File: src/rtl/mrv32_lsu_if.sv
// Shared MRV32 constants and the LSU bundle. The bundle carries the core-side
// request/response handshake and the memory-side bus. The LSU uses the slave
// view. The master view belongs to whoever drives the core and memory side.

package mrv32_pkg;
  localparam int XLEN       = 32;
  localparam int REGADDR    = 5;
  localparam int ADDR_WIDTH = 20;

  localparam logic [2:0] F3_B  = 3'b000;
  localparam logic [2:0] F3_H  = 3'b001;
  localparam logic [2:0] F3_W  = 3'b010;
  localparam logic [2:0] F3_BU = 3'b100;
  localparam logic [2:0] F3_HU = 3'b101;

  localparam logic [3:0] WSTRB_B = 4'b0001;
  localparam logic [3:0] WSTRB_H = 4'b0011;
  localparam logic [3:0] WSTRB_W = 4'b1111;
endpackage

interface mrv32_lsu_if #(parameter int AW = mrv32_pkg::ADDR_WIDTH);
  import mrv32_pkg::*;

  logic               req_valid;
  logic               req_ready;
  logic               req_store;
  logic [2:0]         req_funct3;
  logic [XLEN-1:0]    req_addr;
  logic [XLEN-1:0]    req_wdata;
  logic [REGADDR-1:0] req_rd;

  logic               rsp_valid;
  logic [XLEN-1:0]    rsp_rdata;
  logic [REGADDR-1:0] rsp_rd;
  logic               rsp_err;

  logic               mem_req;
  logic               mem_gnt;
  logic               mem_we;
  logic [AW-1:0]      mem_addr;
  logic [3:0]         mem_wstrb;
  logic [XLEN-1:0]    mem_wdata;
  logic               mem_rvalid;
  logic [XLEN-1:0]    mem_rdata;

  modport slave (
    input  req_valid, req_store, req_funct3, req_addr, req_wdata, req_rd,
    input  mem_gnt, mem_rvalid, mem_rdata,
    output req_ready, rsp_valid, rsp_rdata, rsp_rd, rsp_err,
    output mem_req, mem_we, mem_addr, mem_wstrb, mem_wdata
  );

  modport master (
    output req_valid, req_store, req_funct3, req_addr, req_wdata, req_rd,
    output mem_gnt, mem_rvalid, mem_rdata,
    input  req_ready, rsp_valid, rsp_rdata, rsp_rd, rsp_err,
    input  mem_req, mem_we, mem_addr, mem_wstrb, mem_wdata
  );
endinterface

File: src/rtl/mrv32_lsu.sv
// MRV32 load/store unit. It accepts one request at a time, rejects illegal or
// misaligned accesses without touching memory, and places stores on the correct
// byte lanes. It also extracts and extends load data. It sends exactly one
// response pulse per accepted request.

module mrv32_lsu
  import mrv32_pkg::*;
#(
  parameter int AW = ADDR_WIDTH
) (
  input logic        clk,
  input logic        rst,
  mrv32_lsu_if.slave bus
);

  typedef enum logic [1:0] {IDLE, REQ, WAIT, RESP} state_t;

  state_t             state_q;
  logic               reqReady_q;
  logic               store_q;
  logic [2:0]         funct3_q;
  logic [1:0]         lane_q;
  logic [REGADDR-1:0] rd_q;

  logic               memReq_q;
  logic               memWe_q;
  logic [AW-1:0]      memAddr_q;
  logic [3:0]         memWstrb_q;
  logic [XLEN-1:0]    memWdata_q;

  logic               rspValid_q;
  logic [XLEN-1:0]    rspRdata_q;
  logic [REGADDR-1:0] rspRd_q;
  logic               rspErr_q;

  logic               reqLegal;
  logic               reqAligned;
  logic [3:0]         storeStrb;
  logic [XLEN-1:0]    storeData;
  logic [7:0]         loadByte;
  logic [15:0]        loadHalf;
  logic [XLEN-1:0]    loadData;

  // Address bits above the memory width are intentionally dropped.
  logic unusedAddrBits;
  assign unusedAddrBits = ^bus.req_addr[XLEN-1:AW];

  // Decode the incoming request: legality, alignment, and lane-placed store data.
  always_comb begin
    reqLegal   = 1'b0;
    reqAligned = 1'b1;
    storeStrb  = '0;
    storeData  = '0;
    if (bus.req_store) begin
      reqLegal = (bus.req_funct3 == F3_B) || (bus.req_funct3 == F3_H) ||
                 (bus.req_funct3 == F3_W);
    end else begin
      reqLegal = (bus.req_funct3 == F3_B)  || (bus.req_funct3 == F3_H)  ||
                 (bus.req_funct3 == F3_W)  || (bus.req_funct3 == F3_BU) ||
                 (bus.req_funct3 == F3_HU);
    end
    case (bus.req_funct3[1:0])
      2'b00: begin
        storeStrb = WSTRB_B << bus.req_addr[1:0];
        storeData = {4{bus.req_wdata[7:0]}};
      end
      2'b01: begin
        reqAligned = ~bus.req_addr[0];
        storeStrb  = WSTRB_H << bus.req_addr[1:0];
        storeData  = {2{bus.req_wdata[15:0]}};
      end
      default: begin
        reqAligned = (bus.req_addr[1:0] == 2'b00);
        storeStrb  = WSTRB_W;
        storeData  = bus.req_wdata;
      end
    endcase
  end

  // Pick the addressed byte or halfword out of the returned word and extend it.
  always_comb begin
    loadByte = bus.mem_rdata[{lane_q, 3'b000} +: 8];
    loadHalf = lane_q[1] ? bus.mem_rdata[31:16] : bus.mem_rdata[15:0];
    case (funct3_q)
      F3_B:    loadData = {{24{loadByte[7]}}, loadByte};
      F3_BU:   loadData = {24'd0, loadByte};
      F3_H:    loadData = {{16{loadHalf[15]}}, loadHalf};
      F3_HU:   loadData = {16'd0, loadHalf};
      default: loadData = bus.mem_rdata;
    endcase
  end

  // Transaction FSM. Every output comes from a register so the bus sees no glitches.
  always_ff @(posedge clk) begin
    if (rst) begin
      state_q    <= IDLE;
      reqReady_q <= 1'b0;
      store_q    <= 1'b0;
      funct3_q   <= '0;
      lane_q     <= '0;
      rd_q       <= '0;
      memReq_q   <= 1'b0;
      memWe_q    <= 1'b0;
      memAddr_q  <= '0;
      memWstrb_q <= '0;
      memWdata_q <= '0;
      rspValid_q <= 1'b0;
      rspRdata_q <= '0;
      rspRd_q    <= '0;
      rspErr_q   <= 1'b0;
    end else begin
      rspValid_q <= 1'b0;
      rspRdata_q <= '0;
      rspRd_q    <= '0;
      rspErr_q   <= 1'b0;
      reqReady_q <= 1'b0;
      case (state_q)
        IDLE: begin
          reqReady_q <= 1'b1;
          if (reqReady_q && bus.req_valid) begin
            reqReady_q <= 1'b0;
            store_q    <= bus.req_store;
            funct3_q   <= bus.req_funct3;
            lane_q     <= bus.req_addr[1:0];
            rd_q       <= bus.req_rd;
            if (reqLegal && reqAligned) begin
              state_q    <= REQ;
              memReq_q   <= 1'b1;
              memWe_q    <= bus.req_store;
              memAddr_q  <= {bus.req_addr[AW-1:2], 2'b00};
              memWstrb_q <= bus.req_store ? storeStrb : 4'b0000;
              memWdata_q <= bus.req_store ? storeData : '0;
            end else begin
              state_q    <= RESP;
              rspValid_q <= 1'b1;
              rspErr_q   <= 1'b1;
              rspRd_q    <= bus.req_store ? '0 : bus.req_rd;
            end
          end
        end
        REQ: begin
          if (bus.mem_gnt) begin
            memReq_q   <= 1'b0;
            memWe_q    <= 1'b0;
            memWstrb_q <= '0;
            if (store_q) begin
              state_q    <= RESP;
              rspValid_q <= 1'b1;
            end else begin
              state_q <= WAIT;
            end
          end
        end
        WAIT: begin
          if (bus.mem_rvalid) begin
            state_q    <= RESP;
            rspValid_q <= 1'b1;
            rspRdata_q <= loadData;
            rspRd_q    <= rd_q;
          end
        end
        RESP: begin
          state_q    <= IDLE;
          reqReady_q <= 1'b1;
        end
        default: state_q <= IDLE;
      endcase
    end
  end

  assign bus.req_ready = reqReady_q;
  assign bus.rsp_valid = rspValid_q;
  assign bus.rsp_rdata = rspRdata_q;
  assign bus.rsp_rd    = rspRd_q;
  assign bus.rsp_err   = rspErr_q;
  assign bus.mem_req   = memReq_q;
  assign bus.mem_we    = memWe_q;
  assign bus.mem_addr  = memAddr_q;
  assign bus.mem_wstrb = memWstrb_q;
  assign bus.mem_wdata = memWdata_q;

endmodule

File: src/flat_wrapper.sv
// flat-port wrapper written by rule: the top's interface ports become plain ports
module mrv32_lsu_flat import mrv32_pkg::*;
#(
  parameter int AW = ADDR_WIDTH
)
  (clk, rst, bus_req_valid, bus_req_store, bus_req_funct3, bus_req_addr, bus_req_wdata, bus_req_rd, bus_mem_gnt, bus_mem_rvalid, bus_mem_rdata, bus_req_ready, bus_rsp_valid, bus_rsp_rdata, bus_rsp_rd, bus_rsp_err, bus_mem_req, bus_mem_we, bus_mem_addr, bus_mem_wstrb, bus_mem_wdata);
  mrv32_lsu_if #(.AW(AW)) bus_i ();
  input logic clk;
  input logic rst;
  input wire logic [$bits(bus_i.req_valid)-1:0] bus_req_valid;
  input wire logic [$bits(bus_i.req_store)-1:0] bus_req_store;
  input wire logic [$bits(bus_i.req_funct3)-1:0] bus_req_funct3;
  input wire logic [$bits(bus_i.req_addr)-1:0] bus_req_addr;
  input wire logic [$bits(bus_i.req_wdata)-1:0] bus_req_wdata;
  input wire logic [$bits(bus_i.req_rd)-1:0] bus_req_rd;
  input wire logic [$bits(bus_i.mem_gnt)-1:0] bus_mem_gnt;
  input wire logic [$bits(bus_i.mem_rvalid)-1:0] bus_mem_rvalid;
  input wire logic [$bits(bus_i.mem_rdata)-1:0] bus_mem_rdata;
  output wire logic [$bits(bus_i.req_ready)-1:0] bus_req_ready;
  output wire logic [$bits(bus_i.rsp_valid)-1:0] bus_rsp_valid;
  output wire logic [$bits(bus_i.rsp_rdata)-1:0] bus_rsp_rdata;
  output wire logic [$bits(bus_i.rsp_rd)-1:0] bus_rsp_rd;
  output wire logic [$bits(bus_i.rsp_err)-1:0] bus_rsp_err;
  output wire logic [$bits(bus_i.mem_req)-1:0] bus_mem_req;
  output wire logic [$bits(bus_i.mem_we)-1:0] bus_mem_we;
  output wire logic [$bits(bus_i.mem_addr)-1:0] bus_mem_addr;
  output wire logic [$bits(bus_i.mem_wstrb)-1:0] bus_mem_wstrb;
  output wire logic [$bits(bus_i.mem_wdata)-1:0] bus_mem_wdata;
  assign bus_i.req_valid = bus_req_valid;
  assign bus_i.req_store = bus_req_store;
  assign bus_i.req_funct3 = bus_req_funct3;
  assign bus_i.req_addr = bus_req_addr;
  assign bus_i.req_wdata = bus_req_wdata;
  assign bus_i.req_rd = bus_req_rd;
  assign bus_i.mem_gnt = bus_mem_gnt;
  assign bus_i.mem_rvalid = bus_mem_rvalid;
  assign bus_i.mem_rdata = bus_mem_rdata;
  assign bus_req_ready = bus_i.req_ready;
  assign bus_rsp_valid = bus_i.rsp_valid;
  assign bus_rsp_rdata = bus_i.rsp_rdata;
  assign bus_rsp_rd = bus_i.rsp_rd;
  assign bus_rsp_err = bus_i.rsp_err;
  assign bus_mem_req = bus_i.mem_req;
  assign bus_mem_we = bus_i.mem_we;
  assign bus_mem_addr = bus_i.mem_addr;
  assign bus_mem_wstrb = bus_i.mem_wstrb;
  assign bus_mem_wdata = bus_i.mem_wdata;
  mrv32_lsu #(.AW(AW)) u_core (.clk(clk), .rst(rst), .bus(bus_i));
endmodule
File: config.mk
export PLATFORM = sky130hd
export DESIGN_NAME = mrv32_lsu_flat
export DESIGN_NICKNAME = d
export VERILOG_FILES = /design/src/rtl/mrv32_lsu_if.sv /design/src/rtl/mrv32_lsu.sv /design/src/flat_wrapper.sv
export SDC_FILE = /design/constraint.sdc
export NUM_CORES = 1
export LEC_CHECK = 0
export CAP_MARGIN = 20
export CORE_MARGIN = 2
export CORE_UTILIZATION = 45
export DETAILED_ROUTE_END_ITERATION = 16
export PLACE_DENSITY = 0.86
export REMOVE_ABC_BUFFERS = 1
export SLEW_MARGIN = 20
export SYNTH_ARGS = -nofsm -noshare
export SYNTH_HDL_FRONTEND = slang
export SYNTH_SLANG_ARGS = --single-unit
File: constraint.sdc
create_clock -name clk -period 4.8 [get_ports clk]
set_clock_uncertainty 0.05 [all_clocks]
set_input_delay 0.48 -clock clk [delete_from_list [all_inputs] [get_ports clk]]
set_output_delay 0.48 -clock clk [all_outputs]
set_load 0.02 [all_outputs]
== After elaboration in Yosys (flattened, before gate mapping) ==
Index checks and enable logic that the tools add are counted.

* Word-level logic and storage cells: 93
* Bits in latches: 0
* Input port bits: 110
* Bits in read-only memories: 0
* Register bits after elaboration: 109
* Output and inout port bits: 98
* RAM bits: 0
* Memories: 0

* Bitwise logic cells: 4
* Reduce and logical (&&, ||, !) cells: 18
* $mul: 0
* $add $sub $neg: 0
* Divide/modulo/power cells: 0
* Shift operators: 3
* Magnitude comparators: 0
* Muxes and demuxes: 38
* Equality and inequality tests: 15

{| class="wikitable"
|+ Operators with widths
! operator !! count
|-
| $pmux 32 s4 || 1
|-
| $pmux 32 s2 || 1
|-
| $mux 32 || 1
|-
| $shiftx 32x6->8 || 1
|-
| $mux 5 || 4
|-
| $mux 16 || 1
|-
| $mux 4 || 4
|-
| $pmux 4 s2 || 2
|-
| $mux 1 || 13
|-
| $eq 3x3->1 const B || 4
|-
| $pmux 5 s2 || 1
|-
| $mux 2 || 4
|-
| $pmux 1 s2 || 4
|-
| $pmux 2 s4 || 1
|-
| $eq 3x1->1 const B || 2
|-
| $logic_not 2->1 || 3
|-
| $logic_not 3->1 || 2
|-
| $reduce_and 3->1 || 2
|-
| $eq 2x1->1 const B || 2
|-
| $eq 2x2->1 const B || 2
|-
| $logic_or 1x1->1 || 4
|-
| $ne 2x1->1 const B || 2
|-
| $ne 2x2->1 const B || 2
|-
| $not 1->1 || 4
|-
| 10 further kinds || 11
|}

== Logic depth before layout (Yosys ltp) ==
Gate-level depths: netlist of the first run.

* Word-level depth: 10
* Depth in mapped cells: 9

== Worst setup path before layout of the first run ==
OpenSTA, ideal clock, no wires.

* Path type: input to register
* Start point: input port bus_req_funct3[0]
* End point: register u_core.memAddr_q[12] (netlist: u_core.bus.mem_addr[12])
* Buffers on the path: 4
* Path slack: 2756 ps
* Data arrival time: 1862 ps
* Cell stages on the path: 8
* Path through: buf_2 -> or4_1 -> buf_2 -> a21o_1 -> buf_2 -> buf_2 -> nand2_1 -> a21oi_1

* Cells in the longest elaborated chain, start to end: 8
* Elaborated cells between the ends (all ways): 15

{| class="wikitable"
|+ RTL lines
! what !! RTL line !! source
|-
| start: declaration || flat_wrapper.sv:12 || <nowiki>input wire logic [$bits(bus_i.req_funct3)-1:0] bus_req_funct3;</nowiki>
|-
| $eq 3x1->1 or $logic_not 3->1 (tied branches) || mrv32_lsu.sv:55, mrv32_lsu.sv:58 ||
|-
| $logic_or 1x1->1 (2 in a row) || mrv32_lsu.sv:55, mrv32_lsu.sv:58 ||
|-
| $logic_or 1x1->1 (2 in a row) || mrv32_lsu.sv:59 || <nowiki>(bus.req_funct3 == F3_W) || (bus.req_funct3 == F3_BU) ||</nowiki>
|-
| $mux 1 || mrv32_lsu.sv:54 || <nowiki>if (bus.req_store) begin</nowiki>
|-
| $logic_and 1x1->1 * || mrv32_lsu.sv:126 || <nowiki>if (reqLegal && reqAligned) begin</nowiki>
|-
| $reduce_and 3->1 (no source line) * || -- ||
|-
| end signal: assignment || mrv32_lsu.sv:130 || <nowiki>memAddr_q <= {bus.req_addr[AW-1:2], 2'b00};</nowiki>
|-
| end: declaration || mrv32_lsu.sv:27 || <nowiki>logic [AW-1:0] memAddr_q;</nowiki>
|}

Every way passes the cells marked *; elsewhere a longest branch is shown, timed or not.
A chain may end at the register's enable or synchronous reset.

== Final worst setup path of the first run ==
* Start point: register u_core.state_q[0]
* End point: register u_core.memWdata_q[30] (netlist: u_core.bus.mem_wdata[30])

* Cells in the longest elaborated chain, start to end: 2

{| class="wikitable"
|+ RTL lines
! what !! RTL line !! source
|-
| start: declaration || mrv32_lsu.sv:18 || <nowiki>state_t state_q;</nowiki>
|-
| start signal: assignment || mrv32_lsu.sv:96 || <nowiki>state_q <= IDLE;</nowiki>
|-
| start signal: assignment || mrv32_lsu.sv:127 || <nowiki>state_q <= REQ;</nowiki>
|-
| start signal: assignment || mrv32_lsu.sv:134 || <nowiki>state_q <= RESP;</nowiki>
|-
| $logic_not 2->1 || mrv32_lsu.sv:117 || <nowiki>case (state_q)</nowiki>
|-
| $reduce_and 3->1 (no source line) || -- ||
|-
| end signal: assignment || mrv32_lsu.sv:132 || <nowiki>memWdata_q <= bus.req_store ? storeData : '0;</nowiki>
|-
| end: declaration || mrv32_lsu.sv:29 || <nowiki>logic [XLEN-1:0] memWdata_q;</nowiki>
|}

Every way passes these cells.

==> results_dict.tcl, run 1 <==
set metrics [dict create \
    async_flop_share_pct 0 \
    fin_nets 835 \
    wirelength_um 14300 \
    hold_violations 0 \
    grt_setup_unrepaired "false" \
    grt_pass1_wl_um 22600 \
    cp-start-kind "flip-flop" \
    maxCapViolations 0 \
    n_fill_cell 776 \
    numCtsBuffers 9 \
    dp_slack_ns 1.52 \
    antenna_cells 0 \
    antenna_found_initial 0 \
    worst_skew_pair.late_latency_ns 0.37 \
    setup_viol 0 \
    synth_cells 556 \
    synthTopCellsByArea "dfxtp_1 (47%), nand2_1 (10%), a21oi_1 (8.7%)" \
    grt_max_degree 46 \
    worst-path-buf-inv 2 \
    ios 208 \
    cp_slowest_cell "a21oi_4" \
    max_stage_delay_ns 0.68 \
    drive_gt1_share_pct 6.20 \
    synth_cell_types 51 \
    cts_tree "done" \
    ant_nets 0 \
    yosys_warnings 0 \
    hp-class "reg2reg" \
    worst_pin_slew_ns 1.05 \
    arrival_ns 2.93 \
    synth_seq_cells 109 \
    critPathKind "reg2reg" \
    gp_congestion 0.941 \
    cp_top_family "compound AO/OA/AOI/OAI gates" \
    dp_hpwl_um 10100 \
    start_util_pct 45.6 \
    crit_path_end_kind "flip-flop" \
    tns_ns 0 \
    syn_area_um2 4630 \
    syn2layout_area_growth_pct 46.1 \
    port_buffers 193 \
    htreeDepth 3 \
    holdBufCountCts 0 \
    overflow 0 \
    vdd_drop_max_mv 0.143 \
    synthFlopType "dfxtp_1" \
    p_leak_nw 2.37 \
    ys_seq_area_share_pct 47.1 \
    worstPathRequired_ns 5.05 \
    fmax_mhz 374 \
    cp_max_fo 28 \
    cts.sink_count 109 \
    cts.path.max_buffers 2 \
    die_height_um 105 \
    fin_crit_sh_pct 55.7 \
    critical_path.cell_chain "inv_1 > ha_1 > nand3_1 > a21oi_4 > buf_16 > o2111ai_1 > a21oi_1" \
    powerDensity_nw_per_um2 304 \
    period_needed_ns 2.67 \
    die_x_um 105 \
    first_global_vias 4641 \
    wire_per_inst_um 16.6 \
    drt-initial-drc-count 243 \
    synth_area_per_cell_um2 8.32 \
    clock-root-buffer "clkbuf_8" \
    clkTransAtPathRegs_ns 0.10 \
    yosys.area.top_type "dfxtp_1" \
    vias 4741 \
    slew_viol_final 0 \
    drc 0 \
    synth_edf_count 0 \
    first_pass_iters 5 \
    rows 37 \
    cts_setup_buffers 0 \
    slew_headroom_pct 29.7 \
    status "finished, final reports clean" \
    routed_via_density 5.50 \
    cts_resized 0 \
    core_um2 10100 \
    grt.total_usage_pct 25.3 \
    dieArea_um2 11100 \
    yosysTopAreaCellShare_pct 47.1 \
    setup_ws_ns 2.13 \
]
path summary, 6_finish.rpt:
kind                          start                       end  slack (ns)  depth (start not counted)
min reg2reg  u_core.bus.mem_addr[7]    u_core.bus.mem_addr[7]        0.41                          2
max reg2reg       u_core.state_q[0]  u_core.bus.mem_wdata[30]        2.13                          7
min          u_core.bus.mem_addr[7]    u_core.bus.mem_addr[7]        0.41                          2
max               u_core.state_q[0]  u_core.bus.mem_wdata[30]        2.13                          7
report_power, final:
group / total (mW) / internal, mW / leakage (nW) / switching (mW)
logic: 0.538 / 0.241 / 1.41 / 0.297
clock network: 0.518 / 0.193 / 0.0833 / 0.325
registers: 0.996 / 0.958 / 0.880 / 0.0383
layout make-up:
type / instances / area, µm² / area share, %
multi-input combinational: 390 / 2200 / 32.5
sequential: 109 / 2180 / 32.3
timing repair buffer: 199 / 1990 / 29.5
tap: 136 / 170 / 2.52
clock buffer: 10 / 128 / 1.89
clock inverter: 6 / 46.3 / 0.685
inverter: 12 / 45.0 / 0.666
worst min-delay path, delay by kind of cell (launching register included):
family / cells / cell delay, ns
flip-flops: 1 / 0.32
AND/OR/NAND/NOR: 1 / 0.05
AO/OA/AOI/OAI: 1 / 0.05
placed cells by master, fill, tap and decap left out, drive strengths merged, types with 2 or more instances in the layout:
master,netlist,routed
nand3b,6,6
conb,1,2
a221oi,7,7
clkinv,0,2
or2,2,2
mux2i,15,15
o22ai,4,4
clkdlybuf4s50,0,192
inv,12,14
buf,15,7
ha,4,4
o2111ai,5,5
o21ai,26,26
nor2b,4,4
nor3,7,7
and3,2,2
mux2,13,13
nand3,25,25
a21oi,81,81
and2,2,2
nand2b,4,4
a31oi,4,4
clkinvlp,0,2
a32o,2,2
dfxtp,109,109
a311oi,2,2
a21o,2,2
o221a,3,3
nand2,129,129
a21bo,2,2
a22o,10,10
clkbuf,31,10
nor2,12,12
layer usage:
layer  track usage [%]  part of all wire [%]  vias to the layer above
met2              43.7                    48                      260
li1                  -                     -                     2260
met4              8.38                   1.7                        0
met3              8.72                    11                       23
met1              29.2                    39                     2198
met5                 0                     0                        -
cell families after synthesis:
kind of cell / count (synthesis) / synth area share, %
and+or+nand+nor: 198 / 18.7
AOI/OAI and AO/OA: 158 / 21.2
DFF: 109 / 47.1
buffers and inverters: 58 / 5.41
muxes: 28 / 6.41
adders and majority gates: 4 / 1.08
other: 1 / 0.0810
synth_stat cells (all sizes together) (2+ instances only):
cell     number
nand2       129
dfxtp       109
a21oi        81
clkbuf       31
o21ai        26
nand3        25
buf          15
mux2i        15
mux2         13
inv          12
nor2         12
a22o         10
a221oi        7
nor3          7
nand3b        6
o2111ai       5
a31oi         4
ha            4
nand2b        4
nor2b         4
o22ai         4
o221a         3
a21bo         2
a21o          2
a311oi        2
a32o          2
and2          2
and3          2
or2           2
through the flow:
| step | util [%] | cell area (µm²) | power [mW] | hold WS [ns] | instances |
|---|---|---|---|---|---|
| finish | 66.7 | 6760 | 2.05 | 0.409 | 862 |
| global route | 66.7 | 6760 | 2.15 | 0.427 | 862 |
| CTS | 66.4 | 6740 | 2.05 | 0.412 | 861 |
| detailed placement | 64.7 | 6560 | 1.54 | 0.399 | 845 |
| global placement | 64.7 | 6560 | 1.52 | 0.388 | 845 |
| floorplan | - | 4430 | 1.29 | 0.381 | 511 |
sequential cells by signal, indices dropped and copies added (netlist names):
register              cells
u_core.bus.rsp_rdata     32
u_core.funct3_q           3
u_core.state_q            2
u_core.bus.mem_wdata     32
u_core.bus.mem_addr      18
u_core.store_q            1
u_core.bus.req_ready      1
u_core.bus.rsp_err        1
u_core.bus.mem_wstrb      4
u_core.lane_q             2
u_core.rd_q               5
u_core.bus.rsp_rd         5
u_core.bus.mem_req        1
u_core.bus.rsp_valid      1
u_core.bus.mem_we         1
(Power assumes the default switching activity.)
==> run 2: changes to the inputs <==
--- a/config.mk
+++ b/config.mk
@@ -7,9 +7,9 @@
 export LEC_CHECK = 0
 export CAP_MARGIN = 20
 export CORE_MARGIN = 2
-export CORE_UTILIZATION = 45
+export CORE_UTILIZATION = 38
 export DETAILED_ROUTE_END_ITERATION = 16
-export PLACE_DENSITY = 0.86
+export PLACE_DENSITY = 0.77
 export REMOVE_ABC_BUFFERS = 1
 export SLEW_MARGIN = 20
 export SYNTH_ARGS = -nofsm -noshare
==> constraint.sdc (replaced) <==
create_clock -name clk -period 2.3 [get_ports clk]
set_clock_uncertainty 0.05 [all_clocks]
set_input_delay 0.23 -clock clk [delete_from_list [all_inputs] [get_ports clk]]
set_output_delay 0.23 -clock clk [all_outputs]
set_load 0.02 [all_outputs]
==> run 2 against run 1 <==
First-iteration DRC count grew 56%. Clock power increased to 3.4 times the previous value. Die area is 18% higher. Critical path depth shrank 2. Register-to-register slack worse by 1.9 ns. Sequential cell count unchanged. Via count decreased by 0.61%. Final area is 4.6% higher. Setup slack lost 1.9 ns. Cell count up 3.1%. Critical path type unchanged. Wire length increased by 0.36%.
==> results_dict.tcl, run 2 (same netlist as run 1, synthesis figures left out) <==
set metrics [dict create \
    grt_setup_unrepaired "false" \
    n_fill_cell 1032 \
    grt_max_degree 57 \
    fin_nets 851 \
    antenna_cells 0 \
    min_from "rst" \
    start_util_pct 38.7 \
    slew_headroom_pct 39.8 \
    arrival_ns 2.32 \
    drive_gt1_share_pct 8.49 \
    grt_pass1_wl_um 22900 \
    drc 0 \
    htreeDepth 3 \
    crit_end "u_core.bus.rsp_rd[2]" \
    regToRegStartpoint "u_core.state_q[0]" \
    dp.cells 873 \
    first_global_vias 4723 \
    worst-path-buf-inv 1 \
    whs_ns 0.210 \
    overflow 0 \
    vias 4712 \
    reg2reg_slack_ns 0.22 \
    clkTransAtPathRegs_ns 0.07 \
    maxCapViolations 0 \
    layout.cells.non_filler 889 \
    worst_pin_slew_ns 0.895 \
    hp-class "in2reg" \
    cp-start-kind "flip-flop" \
    wirelength_um 14300 \
    met1_length_um 5780 \
    crit_path_end_kind "flip-flop" \
    ant_nets 0 \
    wire_per_inst_um 16.1 \
    port_buffers 193 \
    clock-root-buffer "clkbuf_16" \
    fmax_mhz 481 \
    die_height_um 114 \
    cp_max_fo 9 \
    vdd_drop_max_mv 0.380 \
    die_x_um 114 \
    r2r_end "u_core.bus.rsp_rd[2]" \
    status "finished, final reports clean" \
    syn2layout_area_growth_pct 52.9 \
    ios 208 \
    drt-initial-drc-count 378 \
    worst-path-stages 5 \
    fin_crit_sh_pct 90.3 \
    core_um2 12000 \
    critPathKind "reg2reg" \
    cts.path.max_buffers 2 \
    worstPathRequired_ns 2.54 \
    mostFrequentLayoutCells "clkdlybuf4s50_1 (192), nand2_1 (129), dfxtp_1 (109)" \
    numCtsBuffers 9 \
    worst_skew_pair.late_latency_ns 0.35 \
    p_leak_nw 2.54 \
    setup_viol 0 \
    wl_met2_um 6720 \
    highest_layer "met4" \
    dieArea_um2 13100 \
    holdBufCountCts 0 \
    period_needed_ns 2.08 \
    cts.sink_count 109 \
    routed_via_density 5.30 \
    met3_length_um 1530 \
    max_stage_delay_ns 0.76 \
    rows 40 \
    hold_violations 0 \
    slew_viol_final 0 \
    startpoint "u_core.state_q[0]" \
    cts_setup_buffers 0 \
    dp_hpwl_um 10500 \
    powerDensity_nw_per_um2 708 \
    r2r_cells 5 \
    fin_util_pct 59.1 \
    cp_top_family "simple AND/OR/NAND/NOR gates" \
    critical_path.cell_chain "inv_1 > ha_1 > nand3_1 > nor4_1 > a22o_1" \
    cts_resized 0 \
    cts_tree "done" \
    cp_slowest_cell "nor4_1" \
    grt.total_usage_pct 22.2 \
    gp_congestion 0.828 \
    layout_commonest_cell "clkdlybuf4s50_1" \
    first_pass_iters 4 \
    antenna_found_initial 0 \
]
==> run 2: changes by cell type in the layout (fill, tap and decap cells not counted), sizes merged <==
cell      previous run  this run
bufinv               0         2
inv                 14        12
clkinvlp             2         0
clkinv               2         1
buf                  7        23
clkbuf              10        13
==> run 2: metal layers <==
layer  vias to the layer above  track usage (%)
met3                        24             8.36
li1                       2293                -
met5                         -                0
met4                         0             9.19
met2                       222             37.6
met1                      2173             25.2
==> run 2: report_power, final <==
| group | internal [mW] | switching [mW] |
|---|---|---|
| logic | 0.539 | 0.641 |
| clock network | 1.07 | 0.685 |
| registers | 2.00 | 0.0689 |
| total | 3.61 | 1.40 |
==> run 2: worst min-delay path by stage <==
stage                                     to  depth (start not counted)
detailed placement         u_core.bus.mem_we                          1
CTS                  u_core.bus.mem_addr[18]                          2
finish               u_core.bus.mem_addr[18]                          2
global placement    u_core.bus.mem_wdata[12]                          2
global route                  u_core.rd_q[3]                          2
floorplan            u_core.bus.mem_addr[10]                          1
==> run 2: final cells by class <==
| cell class | instances | area, µm² | share of cell area (%) |
|---|---|---|---|
| well taps | 147 | 184 | 2.60 |
| inverters | 12 | 45.0 | 0.637 |
| clock buffers | 13 | 280 | 3.96 |
| repair buffers | 215 | 2120 | 29.9 |
| multi-input cells | 390 | 2200 | 31.1 |
| flip-flops and latches | 109 | 2180 | 30.8 |
| clock inverters | 3 | 65.1 | 0.920 |
==> run 2: metrics by stage <==
stage / area [µm²] / power, mW / TNS (ns) / setup slack (ns)
after CTS: 7070 / 5.05 / 0 / 0.198
final: 7070 / 5.01 / 0 / 0.222
after global placement: 6730 / 3.24 / 0 / 0.0493
after floorplan: 4430 / 2.68 / -2.55 / -0.200
after detailed placement: 6730 / 3.28 / -0.259 / -0.0627
after global routing: 7070 / 5.25 / 0 / 0.00271
==> RTL edit, RTL diff (flow settings as in run 2) <==
Change the package constant `REGADDR` from 5 to 6.
--- a/src/rtl/mrv32_lsu_if.sv
+++ b/src/rtl/mrv32_lsu_if.sv
@@ -5,5 +5,5 @@
 package mrv32_pkg;
   localparam int XLEN       = 32;
-  localparam int REGADDR    = 5;
+  localparam int REGADDR    = 6;
   localparam int ADDR_WIDTH = 20;
 
Interface: changed (resized bus_req_rd and bus_rsp_rd); port bits go from 208 to 210. No check against the original RTL was run, so the function may have changed too.
==> RTL edit against run 2 <==
- non-clock buffer count is 4 higher
- via count down 0.87%
- worst setup slack worse by 0.0026 ns
- critical path type unchanged
- synthesized cell count down 0.90%
- design area is 1.9% higher
- hold slack better by 0.097 ns
- routed wire length decreased by 3.2%
- total power grew 3.9%
- sequential cell count increased by 2
- sequential power rose by 2%
- synthesized area rose by 1.5%
==> RTL edit: results (changes against run 2) <==
route:
  drt_pre_antenna_iters: 5  # +1
  drt_initial_violations: 278  # -26%
  avgViaCountPerCell: 5.14  # -3.1%
  avgRoutedWirePerCell_um: 15.3  # -5.3%
run_status:
  run_status: "finished clean"
placement:
  numPortBuffers: 195  # +1.0%
  pre_cts_setup_slack_ns: 0.0853  # +0.148 ns
  dpl-instance-area_mm2: 0.00686  # +2.0%
  dp.final_hpwl_um: 9980  # -5.0%
  numPlacedInstances: 893  # +2.3%
  place_congestion: 0.826  # -0.22%
global_route:
  grt_antenna_before_repair: 0  # unchanged
  all_layer_gr_usage: 0.212  # -0.0106
  grt_pass1_wl_um: 22300  # -2.9%
  grt_start_max_net_pins: 51  # -11%
  first_global_vias: 4536  # -4.0%
critical_path:
  reg2reg_from: "u_core.state_q[1]"
  crit-reg2reg-capture: "u_core.state_q[0]"
  critical_path.max_fanout: 9  # unchanged
  critical_path_arrival_ns: 2.29  # -0.03 ns
  ff2ff_path_depth: 6  # +1
power_and_ir_drop:
  leakage_nw: 2.55  # +0.36%
  max-vdd-ir-drop_mv: 0.341  # -10%
sta:
  tightest_slew_margin_relative_to_the_limit: 0.529  # +0.131
worst_hold_path:
  worstHoldEndpoint: "u_core.bus.rsp_err"
  hp-class: "primary input to flip-flop"
logic_synthesis:
  synth_cells: 551  # -0.90%
  synth.mux.area_fraction: 0.0804  # +0.0164
  synth_compound_gate_area_share: 0.200  # -0.0122
  synth_warnings: 0  # unchanged
  seq_area_frac_synth: 0.473  # +0.00149
  yosysUniqueCellTypes: 43  # -16%
  synthAdderAreaFrac: 0.0107  # -0.000161
  synth.cells.most_frequent: "dfxtp_1, nand2_1, a21oi_1"
  synth.top_cells.by_area: "dfxtp_1, nand2_1, a21oi_1, mux2i_1, o21ai_0"
finish:
  finalNonFillerCells: 909  # +2.2%
  layout-drive-gt1-share: 0.0837  # -0.00123
  diodes: 0  # unchanged
  final.fill_count: 1007  # -2.4%
cts:
  post_cts_resized: 0  # unchanged
  cts_setup_buffers: 0  # unchanged
==> RTL edit: cell types whose count changed after synthesis, moves of 6 or more <==
cell and change:
nand2_1 -22, o21ai_0 +14, nand3b_1 +10, nor2_1 +9
a221oi_1 +8, a22o_1 -8, nand3_1 -8, mux2i_1 +7
a21oi_1 -6
==> RTL edit: metrics by stage <==
stage,hold slack (ns),util
2_1_floorplan,0.249,-
3_3_place_gp,0.387,0.569
3_5_place_dp,0.397,0.569
4_1_cts,0.292,0.598
5_1_grt,0.346,0.598
6_report,0.308,0.598
==> RTL edit: cell families (layout without fill, tap and decap cells) <==
logic type               Yosys count  after routing
AO/OA/AOI/OAI                    154            154
adder cells (fa/ha/maj)            4              4
flip-flops                       111            111
other                              1              2
buffers and inverters             57            246
multiplexers                      36             36
AND/OR/NAND/NOR                  188            188
==> RTL edit: worst max-delay path, cell delays in order, from the launching register on <==
cell	delay, ns
dfxtp_1	0.41
inv_1	0.10
ha_1	0.32
a21boi_0	0.25
nor3_1	0.41
o21ai_0	0.15
a221oi_1	0.30
==> RTL edit: worst max-delay path by stage <==
| stage | start | endpoint | slack, ns |
|---|---|---|---|
| 2_1_floorplan | u_core.state_q[0] | u_core.bus.mem_we | -0.89 |
| 3_3_place_gp | bus_req_funct3[0] | u_core.bus.mem_wstrb[3] | 0.14 |
| 3_5_place_dp | bus_req_funct3[0] | u_core.bus.mem_wstrb[0] | 0.09 |
| 4_1_cts | u_core.state_q[1] | u_core.state_q[0] | 0.22 |
| 5_1_grt | u_core.state_q[1] | u_core.state_q[0] | 0.03 |
| 6_report | u_core.state_q[1] | u_core.state_q[0] | 0.22 |
==> RTL edit: cell type report <==
type	count	share of cell area
Multi-Input combinational cell	384	0.310
Sequential cell	111	0.308
Timing Repair Buffer	219	0.298
Clock buffer	10	0.0331
Tap cell	168	0.0292
Clock inverter	6	0.0149
Inverter	11	0.00573
==> RTL edit: layer usage <==
layer,GRT usage,up-vias,share of wire
li1,-,2279,-
met1,0.249,2184,0.41
met2,0.357,188,0.48
met3,0.0669,20,0.088
met4,0.0884,0,0.020
met5,0,-,0
==> RTL edit: where the power goes <==
part	switching, mW	total (mW)	internal (mW)
Combinational	0.694	1.28	0.583
Sequential	0.0730	2.11	2.03
Clock	0.725	1.82	1.09
Total	1.49	5.20	3.71
